===== config.mk =====
export PLATFORM = sky130hd
export DESIGN_NAME = axi_wdata_router
export DESIGN_NICKNAME = d
export VERILOG_FILES = /design/src/rtl/axi_wdata_router_pkg.sv /design/src/rtl/axi_wdata_router_route_fifo.sv /design/src/rtl/axi_wdata_router.sv
export SDC_FILE = /design/constraint.sdc
export NUM_CORES = 1
export LEC_CHECK = 0
export ABC_AREA = 1
export BUFFER_PORTS_ARGS = -buffer_cell sky130_fd_sc_hd__buf_2
export CORE_MARGIN = 2
export CORE_UTILIZATION = 51
export CTS_CLUSTER_SIZE = 10
export DETAILED_ROUTE_END_ITERATION = 10
export GPL_ROUTABILITY_DRIVEN = 1
export PLACE_DENSITY_LB_ADDON = 0.25
export SYNTH_ARGS = -nofsm -noshare
export SYNTH_HDL_FRONTEND = slang
export SYNTH_HIERARCHICAL = 1
export SYNTH_SLANG_ARGS = --single-unit

===== constraint.sdc =====
create_clock -name clk -period 7.3 [get_ports clk]
set_clock_uncertainty 0.2 [all_clocks]
set_input_delay 0.365 -clock clk [delete_from_list [all_inputs] [get_ports clk]]
set_output_delay 0.365 -clock clk [all_outputs]
set_load 0.1 [all_outputs]

===== src/rtl/axi_wdata_router_pkg.sv =====
`default_nettype none
// ----------------------------------------------------------------------------
// axi_wdata_router_pkg : shared AXI widths for the W-channel router
// Revision: 1.0
// ----------------------------------------------------------------------------
package axi_wdata_router_pkg;

   localparam int AXI_DATA_BITS = 32;
   localparam int AXI_STRB_BITS = AXI_DATA_BITS / 8;
   localparam int AXI_LEN_BITS  = 8;

   function automatic int route_width(input int sel_w);
      return sel_w + AXI_LEN_BITS;
   endfunction

endpackage
`default_nettype wire


===== src/rtl/axi_wdata_router_route_fifo.sv =====
`default_nettype none
// ----------------------------------------------------------------------------
// route_fifo : in-order queue of {slave select, burst length} per AW burst
// Revision: 1.0
// ----------------------------------------------------------------------------
module route_fifo #(
   parameter int WIDTH = 10,
   parameter int DEPTH = 4
) (
   input  logic             clk,
   input  logic             rst,
   input  logic             push,
   input  logic             pop,
   input  logic [WIDTH-1:0] din,
   output logic             full,
   output logic             empty,
   output logic [WIDTH-1:0] head
);

   localparam int PTR_W = $clog2(DEPTH);

   logic [WIDTH-1:0] mem [DEPTH];
   logic [PTR_W-1:0] wr_ptr;
   logic [PTR_W-1:0] rd_ptr;
   logic [PTR_W:0]   count;
   logic             do_push;
   logic             do_pop;

   // Full is judged on the registered count, so a same-cycle pop never frees a slot for a push.
   assign full    = (count == (PTR_W+1)'(DEPTH));
   assign empty   = (count == '0);
   assign do_push = push & ~full;
   assign do_pop  = pop & ~empty;
   assign head    = mem[rd_ptr];

   always_ff @(posedge clk) begin
      if (do_push) begin
         mem[wr_ptr] <= din;
      end
   end

   always_ff @(posedge clk) begin
      if (!rst) begin
         wr_ptr <= '0;
         rd_ptr <= '0;
         count  <= '0;
      end else begin
         if (do_push) begin
            wr_ptr <= wr_ptr + 1'b1;
         end
         if (do_pop) begin
            rd_ptr <= rd_ptr + 1'b1;
         end
         case ({do_push, do_pop})
            2'b10:   count <= count + 1'b1;
            2'b01:   count <= count - 1'b1;
            default: count <= count;
         endcase
      end
   end

endmodule
`default_nettype wire


===== src/rtl/axi_wdata_router.sv =====
`default_nettype none
// ----------------------------------------------------------------------------
// axi_wdata_router : steers master W beats to slaves in AW order, checks WLAST
// Revision: 1.0
// ----------------------------------------------------------------------------
module axi_wdata_router
   import axi_wdata_router_pkg::*;
#(
   parameter int NUM_SLAVES = 3,
   parameter int DEPTH      = 4,
   parameter int SEL_W      = 2
) (
   input  logic                                clk,
   input  logic                                rst,
   input  logic                                aw_push,
   input  logic [SEL_W-1:0]                    aw_sel,
   input  logic [AXI_LEN_BITS-1:0]             aw_len,
   output logic                                aw_full,
   input  logic [AXI_DATA_BITS-1:0]            WDATA_M1,
   input  logic [AXI_STRB_BITS-1:0]            WSTRB_M1,
   input  logic                                WLAST_M1,
   input  logic                                WVALID_M1,
   output logic                                WREADY_M1,
   output logic [NUM_SLAVES*AXI_DATA_BITS-1:0] WDATA_S,
   output logic [NUM_SLAVES*AXI_STRB_BITS-1:0] WSTRB_S,
   output logic [NUM_SLAVES-1:0]               WLAST_S,
   output logic [NUM_SLAVES-1:0]               WVALID_S,
   input  logic [NUM_SLAVES-1:0]               WREADY_S,
   output logic                                wlast_err,
   output logic                                dec_err
);

   localparam int RW = route_width(SEL_W);

   logic [RW-1:0]           head;
   logic                    empty;
   logic                    pop;
   logic [SEL_W-1:0]        head_sel;
   logic [AXI_LEN_BITS-1:0] head_len;
   logic [AXI_LEN_BITS-1:0] beat_cnt;
   logic                    live;
   logic                    mapped;
   logic                    is_last;
   logic                    accept;
   logic                    slave_rdy;
   logic [NUM_SLAVES-1:0]   lane_sel;

   route_fifo #(
      .WIDTH (RW),
      .DEPTH (DEPTH)
   ) u_route_fifo (
      .clk   (clk),
      .rst   (rst),
      .push  (aw_push),
      .pop   (pop),
      .din   ({aw_sel, aw_len}),
      .full  (aw_full),
      .empty (empty),
      .head  (head)
   );

   assign {head_sel, head_len} = head;

   // Gating with rst keeps a burst caught by reset from handshaking or pulsing errors.
   assign live    = rst & ~empty;
   assign mapped  = ({1'b0, head_sel} < (SEL_W+1)'(NUM_SLAVES));
   assign is_last = (beat_cnt == head_len);

   always_comb begin
      lane_sel  = '0;
      slave_rdy = 1'b0;
      for (int i = 0; i < NUM_SLAVES; i++) begin
         if (live && mapped && (head_sel == SEL_W'(i))) begin
            lane_sel[i] = 1'b1;
            slave_rdy   = WREADY_S[i];
         end
      end
   end

   // Unmapped bursts are sunk here so the master never deadlocks on a bad address.
   assign WREADY_M1 = live & WVALID_M1 & (mapped ? slave_rdy : 1'b1);
   assign accept    = WVALID_M1 & WREADY_M1;
   assign pop       = accept & is_last;
   assign wlast_err = accept & (WLAST_M1 != is_last);
   assign dec_err   = pop & ~mapped;

   for (genvar i = 0; i < NUM_SLAVES; i++) begin : g_lane
      assign WVALID_S[i] = lane_sel[i] & WVALID_M1;
      assign WLAST_S[i]  = lane_sel[i] & is_last;
      assign WDATA_S[i*AXI_DATA_BITS +: AXI_DATA_BITS] = WDATA_M1;
      assign WSTRB_S[i*AXI_STRB_BITS +: AXI_STRB_BITS] =
         WVALID_S[i] ? WSTRB_M1 : '0;
   end

   always_ff @(posedge clk) begin
      if (!rst) begin
         beat_cnt <= '0;
      end else if (pop) begin
         beat_cnt <= '0;
      end else if (accept) begin
         beat_cnt <= beat_cnt + 1'b1;
      end
   end

endmodule
`default_nettype wire


==> flow_metrics.tcl, run 1 <==
set metrics [dict create \
    clkTransAtPathRegs_ns 0.07 \
    detail_route.wl_per_cell_um 13.37 \
    ys_types 25 \
    grt_overflow_total 0 \
    cp_top_family "simple AND/OR/NAND/NOR gates" \
    die_w_um 87.58 \
    drv_cap 0 \
    clk_path_buf_depth 2 \
    r2r_end "u_route_fifo/count[2]$_SDFFE_PN0P_" \
    path_cells "inv_1 > o21ai_0 > o22ai_1 > nor2_1 > nand3_1 > nand2_1 > nor2_1 > nor2_2 > nand2_2 > inv_1 > nand2_2 > inv_2 > ha_1 > inv_1 > fa_1 > inv_1 > nand2_1 > nand3_1 > nand2_1 > nand2_1 > nor2_1" \
    core_um2 6794 \
    portBuffers 43 \
    drcViolationCount 0 \
    start_kind "register" \
    ctsHtreeMaxLevel 3 \
    leakage_nw 1.492 \
    ant_nets 0 \
    groute.usage.overall 0.1742 \
    rows 30 \
    syn_to_final_growth_pct -5.831 \
    io_pins 172 \
    cp.arrival_ns 3.84 \
    drtPass1Iterations 4 \
    fin_util 0.4937 \
    via_count 2250 \
    gp_congestion 0.8688 \
    yosysSeqAreaShare 0.4327 \
    slowest_delay_ns 0.69 \
    r2r_setup_slack_ns 3.51 \
    cts.sinks 57 \
    cts_hold_buffers 0 \
    grt_pass1_vias 2046 \
    num_antenna_cells 0 \
    multi_input_area_um2 1076 \
    path_class "reg2reg" \
    syn_avg_cell_area_um2 8.481 \
    hold_viol 0 \
    drive_gt1_frac 0.1898 \
    ys_warn_count 6 \
    layout_commonest_cell "nor2_1" \
    hold_depth 1 \
    hpwlAfterDp_um 4630 \
    start_util 0.5243 \
    cp_num_buf_inv 5 \
    cellPowerDensity_nw_per_um2 225.8 \
    clock_latency_ns 0.34 \
    cp_max_fo 21 \
    fillCellCount 635 \
    relSlewSlack 0.3413 \
    post-route-period-util 0.5198 \
    via_per_inst 4.787 \
    period_minus_slack_ns 3.795 \
    synth_seq_cells 57 \
    holdPathEnd "u_route_fifo/mem[3][8]$_DFFE_PP_" \
    final.setup.tns_ns 0 \
    ir_drop_v 0.0001921 \
    drt_iter0_drc 143 \
    crit_slowest_cell "dfxtp_1" \
    die_y_um 87.58 \
    antenna_found_initial 0 \
    cts_setup_buffers 0 \
    syn-instance-count 420 \
    ff2ff_path_depth 21 \
    rsz0062_at_grt "no" \
    end_kind "register" \
    synth_fp_nets 481 \
    tightestPinTransition_ns 0.9844 \
    tritoncts "done" \
    grt_max_degree 22 \
    numCtsBuffers 9 \
    final-setup-viol-count 0 \
    hp-start "aw_sel[0]" \
    hold_class "in2reg" \
    most-common-layout-cells "nor2_1 (65), nand2_1 (55), inv_1 (46)" \
    root_buffer "clkbuf_8" \
    drt_wl_total_um 6285 \
    required_ns 7.34 \
    die_area_um2 7669 \
    outcome "completed" \
    synthesis.area_um2 3562 \
    cts_resized 0 \
    regArea_um2 1541 \
    drv_slew 0 \
    max_freq_ghz 0.2635 \
    grt_pass1_wl_um 10010 \
    final_nets 430 \
]
[cells by family after synthesis]
group,Yosys count,synth area share
AND/OR/NAND/NOR,152,0.1833
XOR/XNOR,13,0.03196
AO/OA/AOI/OAI,39,0.06006
flip-flops,57,0.4327
adder cells (fa/ha/maj),7,0.02669
buffers and inverters,152,0.2652
[power by group]
group | switching, mW | total, mW | leakage [nW] | internal [mW]
Combinational | 0.0478 | 0.0664 | 0.881 | 0.0185
Sequential | 0.00462 | 0.362 | 0.505 | 0.358
Clock | 0.134 | 0.329 | 0.106 | 0.195
Total | 0.187 | 0.758 | 1.49 | 0.571
[state kept, by name, indices dropped and copies added (netlist names), named ones only]
signal and count:
u_route_fifo/mem 40, u_route_fifo/rd_ptr 2, u_route_fifo/count 3, u_route_fifo/wr_ptr 2, beat_cnt 8
[how the worst max path moves through the flow]
stage / slack, ns / from / cells after the start / endpoint
2_1_floorplan: 3.10 / register / 12 / dec_err
3_3_place_gp: 3.71 / register / 21 / u_route_fifo/count[2]$_SDFFE_PN0P_
3_5_place_dp: 3.57 / register / 21 / u_route_fifo/count[2]$_SDFFE_PN0P_
4_1_cts: 3.57 / register / 21 / u_route_fifo/count[2]$_SDFFE_PN0P_
5_1_grt: 3.16 / register / 21 / u_route_fifo/count[2]$_SDFFE_PN0P_
6_report: 3.51 / register / 21 / u_route_fifo/count[2]$_SDFFE_PN0P_
[cell type report]
cell class,count,area share
Sequential cell,57,0.4595
Multi-Input combinational cell,211,0.3208
Timing Repair Buffer,43,0.06415
Inverter,47,0.05259
Clock buffer,9,0.03693
Tap cell,96,0.03581
Clock inverter,7,0.03021
[routing by layer]
metal,vias up,share of wire,wire [um],GRT usage
met4,0,0.015,93,0.07552
met2,93,0.47,2936,0.2672
met1,1006,0.44,2755,0.2226
met5,-,0,0,0
met3,20,0.080,500,0.06315
li1,1131,-,-,-
[through the flow]
stage	hold slack, ns	instance area (um2)	total power [mW]	setup WS, ns	cells
floorplan	0.2621	3562	0.6640	3.104	420
CTS	0.009539	3354	0.7673	3.569	470
global placement	0.2951	3129	0.4362	3.710	454
finish	0.03034	3354	0.7575	3.505	470
global route	0.02588	3354	0.7897	3.158	470
detailed placement	0.3041	3129	0.4361	3.575	454
[synthesized netlist by cell type, drive strengths merged]
master  count  share of area
dfxtp      17          0.096
buf       102           0.21
a21oi       5         0.0070
o21ai      23          0.032
inv        47          0.050
edfxtp     40           0.34
nand3      19          0.027
nor2       69          0.078
o21bai      1         0.0032
fa          1         0.0056
xor2        8          0.020
ha          6          0.021
nand2      61          0.073
xnor2       5          0.012
o22ai      10          0.018
nand3b      1         0.0021
clkbuf      3         0.0035
nand4       2         0.0035
[worst register-to-register path, stage by stage, from the launching register on]
cell     delay, ns
dfxtp_1       0.69
inv_1         0.43
o21ai_0       0.27
o22ai_1       0.17
nor2_1        0.21
nand3_1       0.13
nand2_1       0.14
nor2_1        0.06
nor2_2        0.11
nand2_2       0.10
inv_1         0.12
nand2_2       0.07
inv_2         0.06
ha_1          0.15
inv_1         0.07
fa_1          0.38
inv_1         0.07
nand2_1       0.04
nand3_1       0.08
nand2_1       0.06
nand2_1       0.05
nor2_1        0.04
No activity file was read; power rests on OpenSTA's default activity.
==> run 2: changes to the inputs <==
Settings changed: CORE_UTILIZATION 51 to 47.
Clock period 7.3 ns to 3.86 ns, I/O delays scaled along.
==> run 2 against run 1 <==
  * Wire length increased by 10%
  * Critical endpoint unchanged
  * Count of clock-buffer cells in the layout unchanged
  * Global-route usage decreased by 0.20 points
  * Utilization decreased by 2.1 points
  * Setup slack got worse by 3.0 ns
==> flow_metrics.tcl, run 2 (synthesized netlist as in run 1, its figures left out) <==
set metrics [dict create \
    outcome "completed" \
    comb_power_share 0.102 \
    top_regs "u_route_fifo/mem (40), beat_cnt (8), u_route_fifo/count (3)" \
    seqPwrFrac 0.513 \
    post-route-period-util 0.8811 \
    ant_nets 0 \
    relSlewSlack 0.3255 \
    required_ns 3.88 \
    place_area_um2 3143 \
    drtPass1Iterations 4 \
    place_inst 458 \
    via_per_inst 4.660 \
    intPower_mw 1.009 \
    drv_slew 0 \
    drive_gt1_frac 0.1809 \
    layout_setup_ws_ns 0.4591 \
    layout.cells.non_filler 486 \
    detail_route.wl_per_cell_um 14.27 \
    tritoncts "done" \
    drv_cap 0 \
    rows 31 \
    start_util 0.4885 \
    leakage_nw 1.529 \
    r2r_setup_slack_ns 0.46 \
    cts.sinks 57 \
    power.switching_mw 0.3271 \
    final.setup.tns_ns 0 \
    dp_slack_ns 0.4875 \
    cellPowerDensity_nw_per_um2 387.6 \
    end_kind "register" \
    final_nets 443 \
    syn_to_final_growth_pct -3.196 \
    clk_path_buf_depth 2 \
    grt_overflow_total 0 \
    clock_latency_ns 0.33 \
    die_area_um2 8291 \
    hold_class "in2out" \
    die_w_um 91.06 \
    power.total_mw 1.337 \
    final-setup-viol-count 0 \
    via_count 2265 \
    ir_drop_v 0.0002958 \
    period_minus_slack_ns 3.401 \
    die_y_um 91.06 \
    core_um2 7292 \
    layout_commonest_cell "nor2_1" \
    grt_max_degree 21 \
    cts_setup_buffers 0 \
    ctsHtreeMaxLevel 3 \
    grt_pass1_vias 2252 \
    grt_pass1_wl_um 11120 \
    drt_wl_total_um 6937 \
    max_flop_register "u_route_fifo/mem" \
    max_freq_ghz 0.2940 \
    path_class "reg2reg" \
    drt_iter0_drc 58 \
    largest_reg_flops 40 \
    groute.usage.overall 0.1722 \
    io_pins 172 \
    antenna_found_initial 0 \
    switching_share 0.2448 \
    fillCellCount 743 \
    clkTransAtPathRegs_ns 0.06 \
    rsz0062_at_grt "no" \
    start_kind "register" \
    num_antenna_cells 0 \
    drcViolationCount 0 \
    portBuffers 43 \
    tightestPinTransition_ns 1.008 \
    hpwlAfterDp_um 5098 \
    numCtsBuffers 9 \
    cp_max_fo 20 \
    hold_viol 0 \
    power_frac_clock 0.385 \
    root_buffer "clkbuf_8" \
    cp.arrival_ns 3.42 \
    gp_congestion 0.9190 \
    most-common-layout-cells "nor2_1 (64), nand2_1 (55), inv_1 (46)" \
    design_area_um2 3448 \
]
==> run 2: final timing paths <==
| kind | cells past startpoint | startpoint | endpoint |
|---|---|---|---|
| worst max-delay path | 22 | register | u_route_fifo/count[2]$_SDFFE_PN0P_ |
| worst min-delay path | 0 | WDATA_M1[13] | WDATA_S[13] |
| worst max register to register | 22 | register | u_route_fifo/count[2]$_SDFFE_PN0P_ |
| worst min register to register | 2 | u_route_fifo/rd_ptr[1]$_SDFFE_PN0P_ | u_route_fifo/rd_ptr[1]$_SDFFE_PN0P_ |
==> run 2: power groups by stage <==
stage / clock network, mW / logic, mW / registers [mW]
2_1_floorplan: 0 / 0.560 / 0.696
3_3_place_gp: 0 / 0.127 / 0.698
3_5_place_dp: 0 / 0.128 / 0.699
4_1_cts: 0.533 / 0.138 / 0.685
5_1_grt: 0.561 / 0.152 / 0.687
6_report: 0.515 / 0.136 / 0.685
==> run 2: area by class of cell <==
type | instances | area, um2 | area share
inverter | 47 | 176.4 | 0.05116
sequential | 57 | 1541 | 0.4470
timing repair buffer | 56 | 342.8 | 0.09942
tap | 99 | 123.9 | 0.03592
multi-input combinational | 211 | 1079 | 0.3128
clock buffer | 9 | 123.9 | 0.03592
clock inverter | 7 | 61.31 | 0.01778
==> run 2: per-layer routing <==
layer,routed length (um),vias up,part of all wire,track usage
li1,-,1158,-,-
met1,2961,996,0.43,0.2034
met2,3343,95,0.48,0.2778
met3,490,16,0.071,0.05726
met4,142,0,0.020,0.09091
met5,0,-,0,0
==> run 2: repair_timing <==
action	in CTS	in global routing
setup endpoints to repair	0	0
resized for setup	0	0
hold buffers	12	0
endpoints found under the hold margin	45	0
==> run 2: per-stage QoR <==
| stage | hold slack, ns | utilization |
|---|---|---|
| 6_report | 0.1861 | 0.4729 |
| 3_5_place_dp | 0.1873 | 0.4310 |
| 5_1_grt | 0.1862 | 0.4729 |
| 2_1_floorplan | 0.09187 | - |
| 3_3_place_gp | 0.1873 | 0.4310 |
| 4_1_cts | 0.1873 | 0.4729 |
==> run 2: critical path, stage by stage, from the launching register on <==
cell	delay (ns)
dfxtp_1	0.31
inv_1	0.41
o21ai_0	0.14
o22ai_1	0.27
inv_1	0.07
nor2_1	0.17
nand3_1	0.12
nand2_1	0.11
nor2_1	0.06
nor2_2	0.11
nand2_2	0.10
inv_1	0.12
nand2_2	0.08
inv_2	0.07
ha_1	0.16
inv_1	0.06
fa_1	0.38
inv_1	0.06
nand2_1	0.05
nand3_1	0.09
nand2_1	0.06
nand2_1	0.05
nor2_1	0.03
